File: src/rtl/ov7725_pwr_seq.sv
// OV7725 power-up sequencer: power-down hold, reset hold, settle delay,
// SCCB init handshake with timeout, then run/fail until restarted.
module ov7725_pwr_seq #(
  parameter int unsigned PWDN_CYCLES   = 1000,
  parameter int unsigned RST_CYCLES    = 1000,
  parameter int unsigned SETTLE_CYCLES = 50000,
  parameter int unsigned INIT_TIMEOUT  = 1000000
) (
  input  logic CLK,
  input  logic RESET,
  input  logic RESTART,
  input  logic INIT_DONE,
  output logic CAM_PWDN,
  output logic CAM_RESETN,
  output logic INIT_START,
  output logic READY,
  output logic FAIL
);

  // Legal parameter range is 1..2^20-1 so every terminal count fits the counter.
  localparam int unsigned CNT_W = 20;

  localparam logic [CNT_W-1:0] PWDN_LAST    = CNT_W'(PWDN_CYCLES - 1);
  localparam logic [CNT_W-1:0] RST_LAST     = CNT_W'(RST_CYCLES - 1);
  localparam logic [CNT_W-1:0] SETTLE_LAST  = CNT_W'(SETTLE_CYCLES - 1);
  localparam logic [CNT_W-1:0] TIMEOUT_LAST = CNT_W'(INIT_TIMEOUT - 1);

  typedef enum logic [2:0] {
    S_PWDN   = 3'd0,
    S_RST    = 3'd1,
    S_SETTLE = 3'd2,
    S_INIT   = 3'd3,
    S_RUN    = 3'd4,
    S_FAIL   = 3'd5
  } state_t;

  state_t             state_q;
  logic [CNT_W-1:0]   cnt_q;
  logic               cam_pwdn_q;
  logic               cam_resetn_q;
  logic               init_start_q;
  logic               ready_q;
  logic               fail_q;

  // Sequencer: state, shared cycle counter and registered pin/status outputs.
  // Outputs are updated together with the state so they always reflect it.
  always_ff @(posedge CLK) begin
    if (RESET) begin
      state_q      <= S_PWDN;
      cnt_q        <= '0;
      cam_pwdn_q   <= 1'b1;
      cam_resetn_q <= 1'b0;
      init_start_q <= 1'b0;
      ready_q      <= 1'b0;
      fail_q       <= 1'b0;
    end else begin
      init_start_q <= 1'b0;
      case (state_q)
        S_PWDN: begin
          if (cnt_q == PWDN_LAST) begin
            state_q    <= S_RST;
            cnt_q      <= '0;
            cam_pwdn_q <= 1'b0;
          end else begin
            cnt_q <= cnt_q + CNT_W'(1);
          end
        end
        S_RST: begin
          if (cnt_q == RST_LAST) begin
            state_q      <= S_SETTLE;
            cnt_q        <= '0;
            cam_resetn_q <= 1'b1;
          end else begin
            cnt_q <= cnt_q + CNT_W'(1);
          end
        end
        S_SETTLE: begin
          if (cnt_q == SETTLE_LAST) begin
            state_q      <= S_INIT;
            cnt_q        <= '0;
            init_start_q <= 1'b1;
          end else begin
            cnt_q <= cnt_q + CNT_W'(1);
          end
        end
        S_INIT: begin
          // A completion arriving on the timeout cycle still counts as success.
          if (INIT_DONE) begin
            state_q <= S_RUN;
            cnt_q   <= '0;
            ready_q <= 1'b1;
          end else if (cnt_q == TIMEOUT_LAST) begin
            state_q <= S_FAIL;
            cnt_q   <= '0;
            fail_q  <= 1'b1;
          end else begin
            cnt_q <= cnt_q + CNT_W'(1);
          end
        end
        S_RUN, S_FAIL: begin
          // Counter is parked here; only a restart request leaves these states.
          if (RESTART) begin
            state_q      <= S_PWDN;
            cnt_q        <= '0;
            cam_pwdn_q   <= 1'b1;
            cam_resetn_q <= 1'b0;
            ready_q      <= 1'b0;
            fail_q       <= 1'b0;
          end
        end
        default: begin
          state_q      <= S_PWDN;
          cnt_q        <= '0;
          cam_pwdn_q   <= 1'b1;
          cam_resetn_q <= 1'b0;
          ready_q      <= 1'b0;
          fail_q       <= 1'b0;
        end
      endcase
    end
  end

  assign CAM_PWDN   = cam_pwdn_q;
  assign CAM_RESETN = cam_resetn_q;
  assign INIT_START = init_start_q;
  assign READY      = ready_q;
  assign FAIL       = fail_q;

endmodule

File: config.mk
export PLATFORM = sky130hd
export DESIGN_NAME = ov7725_pwr_seq
export DESIGN_NICKNAME = d
export VERILOG_FILES = /design/src/rtl/ov7725_pwr_seq.sv
export SDC_FILE = /design/constraint.sdc
export NUM_CORES = 1
export LEC_CHECK = 0
export ABC_AREA = 1
export ABC_CLOCK_PERIOD_IN_PS = 1700
export BUFFER_PORTS_ARGS = -buffer_cell sky130_fd_sc_hd__buf_2
export CAP_MARGIN = 5
export CORE_ASPECT_RATIO = 0.75
export CORE_MARGIN = 5
export CORE_UTILIZATION = 54
export CTS_CLUSTER_DIAMETER = 80
export CTS_CLUSTER_SIZE = 16
export DETAILED_ROUTE_END_ITERATION = 12
export PLACE_DENSITY = 0.76
export SKIP_LAST_GASP = 1
export SYNTH_ARGS = -nofsm -noshare
export SYNTH_HDL_FRONTEND = slang
export SYNTH_SLANG_ARGS = --single-unit
File: constraint.sdc
create_clock -name CLK -period 1.7 [get_ports CLK]
set_clock_uncertainty 0.2 [all_clocks]
set_input_delay 0.255 -clock CLK [delete_from_list [all_inputs] [get_ports CLK]]
set_output_delay 0.255 -clock CLK [all_outputs]
set_load 0.02 [all_outputs]
==> impl_metrics.env <==
export IMPL_start_util_pct=55.54
export IMPL_synth_area_leader_cell="dfxtp_1"
export IMPL_violations="setup timing"
export IMPL_maxCapViolCount=0
export IMPL_critical_path_class="flop to flop"
export IMPL_drive_above_1_share_pct=33.00
export IMPL_synth_yosys_seq_area_share_pct=34.89
export IMPL_via_count=1869
export IMPL_synth_common_cells="75 x nand2_1, 35 x nor2_1, 28 x dfxtp_1, 27 x inv_1, 20 x a21oi_1"
export IMPL_hold_buffers=0
export IMPL_crit_start="cnt_q[1]"
export IMPL_grt_pass1_wl_um=7576
export IMPL_cts_tree="built"
export IMPL_power_density_nw_per_um2=543.4
export IMPL_die_x_um=72.98
export IMPL_fp_row_count=17
export IMPL_critPathMaxFanout=5
export IMPL_fin_ws_ns=-0.1543
export IMPL_clock_latency_ns=0.28
export IMPL_synthTopCellsByArea="dfxtp_1 35%, nand2_1 18%, nor2_1 8.2%"
export IMPL_portBuffers=8
export IMPL_grt_pass1_vias=1599
export IMPL_ios=9
export IMPL_finalMaxSlewViolations=0
export IMPL_synth_top_cell_area_share_pct=34.89
export IMPL_first_pass_iters=6
export IMPL_cpMostUsedCell="nand2_2"
export IMPL_slew_headroom_pct=68.03
export IMPL_viasPerCell=5.530
export IMPL_core_area_um2=2893
export IMPL_ys_flop_type="dfxtp_1"
export IMPL_die_area_um2=4177
export IMPL_synth_cell_types=24
export IMPL_crit_family="simple AND/OR/NAND/NOR gates"
export IMPL_synth_cells=253
export IMPL_crit_arrival_ns=1.85
export IMPL_rsz0062_at_grt="true"
export IMPL_final_nets=306
export IMPL_synth_async_reset_ratio_pct=0
export IMPL_required_ns=1.69
export IMPL_finalPower_uw=1168
export IMPL_fp_dieH_um=57.24
export IMPL_path_cells="ha_4 -> nand4_1 -> nor2_2 -> nand3_2 -> nand2_2 -> nand3_4 -> buf_6 -> nand2_4 -> nand2_2 -> nand2_2 -> inv_2"
export IMPL_peakVddDrop_mv=0.6226
export IMPL_end_kind="flop"
export IMPL_yosysMostFrequentCell="nand2_1"
export IMPL_synthesis_area_per_instance_um2=6.350
export IMPL_status="complete, but fails checks"
export IMPL_finalHoldViolCount=0
export IMPL_numCtsBuffers=3
export IMPL_drc=0
export IMPL_wl_per_cell_um=14.71
export IMPL_netlist_area_um2=1607
export IMPL_slowest_delay_ns=0.36
export IMPL_start_kind="flop"
export IMPL_clkSinkCount=28
export IMPL_slowest_stage="dfxtp_2"
export IMPL_cts_path_max_buffers=2
export IMPL_leakagePower_uw=0.0009559
export IMPL_syn_num_nets=258
export IMPL_grt_max_degree=16
export IMPL_grt_use_total_pct=23.03
export IMPL_fmax_mhz=539.3
export IMPL_clk_pin_slew_ns=0.10
export IMPL_hold_class="input port to flop"
export IMPL_yosys_warnings=0
export IMPL_r2r_start="cnt_q[1]"
export IMPL_post_dp_hpwl_um=3133
export IMPL_antenna_cells=0
export IMPL_antenna_left=0
export IMPL_n_fill_cell=226
export IMPL_min_from="INIT_DONE"
export IMPL_tightest_slew_ns=0.4758
export IMPL_worst_r2r_setup_slack_ns=-0.15
export IMPL_synth_edff_count=0
export IMPL_area_growth_syn_to_layout_pct=33.80
export IMPL_antenna_found_initial=0
export IMPL_root_buffer="clkbuf_8"
export IMPL_ys_ff_latch=28
export IMPL_grt_ovfl_total=0
export IMPL_setup_viol_count_final=24
export IMPL_gp_congestion=0.8533
export IMPL_place_area_um2=1882
export IMPL_cp_num_buf_inv=2
export IMPL_period_share_pct=109.1
export IMPL_htree_num_levels=1
export IMPL_wl_um=4973
export IMPL_fin_area_um2=2150
export IMPL_fin_crit_ns=1.854
export IMPL_initialDrtViolationCount=203
==> cells by family after synthesis <==
kind of cell	after synthesis	share of synthesized area, %
and+or+nand+nor	147	40.27
AOI/OAI and AO/OA	38	12.54
buffers and inverters	35	9.346
DFF	28	34.89
xor gates and xnor gates	4	2.181
adders and majority gates	1	0.7787
==> metal layers <==
| metal | part of all wire, % | wire length (um) | track usage, % |
|---|---|---|---|
| met2 | 46 | 2280 | 34.14 |
| met3 | 8.1 | 401 | 4.577 |
| met4 | 3.4 | 170 | 5.263 |
| met1 | 43 | 2120 | 34.15 |
| met5 | 0 | 0 | 0 |
==> flip-flops by register name, indices dropped and copies added (netlist names) <==
| signal | cells |
|---|---|
| cnt_q | 20 |
| CAM_RESETN | 1 |
| INIT_START | 1 |
| CAM_PWDN | 1 |
| READY | 1 |
| state_q | 3 |
| FAIL | 1 |
==> placed cells by master (no fill, tap or decap), drive strengths merged <==
cell type | netlist | final
a21oi | 20 | 20
a31oi | 3 | 3
buf | 5 | 49
clkbuf | 1 | 4
dfxtp | 28 | 28
ha | 1 | 1
inv | 29 | 29
nand2 | 79 | 79
nand3 | 18 | 18
nand4 | 5 | 5
nor2 | 38 | 38
nor3 | 6 | 6
o21a | 2 | 2
o21ai | 12 | 12
o31ai | 1 | 1
or2 | 1 | 1
xnor2 | 2 | 2
xor2 | 2 | 2
==> final timing paths <==
kind | endpoint | cells after the start
worst max-delay path | cnt_q[4] | 11
worst min-delay path | FAIL | 4
worst max register to register | cnt_q[4] | 11
worst min register to register | CAM_PWDN | 2
==> area by class of cell <==
| type | count | area, um^2 | area share, % |
|---|---|---|---|
| inverter | 29 | 108.9 | 5.064 |
| timing repair buffer | 49 | 360.3 | 16.76 |
| tap | 38 | 47.55 | 2.212 |
| clock buffer | 4 | 55.05 | 2.561 |
| multi-input combinational | 190 | 1012 | 47.09 |
| sequential | 28 | 565.5 | 26.31 |
==> worst min-delay path, cell delays in order <==
cell,delay [ns]
buf_2,0.10
inv_1,0.04
a31oi_1,0.12
nor2_1,0.07
==> report_power, final <==
part | internal, uW | switching (uW)
combinational | 29.0 | 34.6
clock | 208 | 226
sequential | 663 | 7.79
total | 900 | 268
==> through the flow <==
step	TNS (ns)	cells	hold slack (ns)	setup slack, ns	util, %
2_1_floorplan	0	253	0.1995	0.003261	-
5_1_grt	-4.545	338	0.1632	-0.2456	74.31
3_3_place_gp	-3.127	323	0.2473	-0.1762	65.05
3_5_place_dp	-2.939	323	0.2491	-0.1644	65.05
6_report	-1.999	338	0.1441	-0.1543	74.31
4_1_cts	-1.074	336	0.1240	-0.09896	70.55
==> repair_timing <==
item | CTS | global route
setup buffers | 8 | 4
pin swaps | 5 | 12
gates resized for setup | 11 | 33
gates cloned | 1 | 0
setup endpoints to repair | 23 | 26
(Power assumes the default switching activity.)
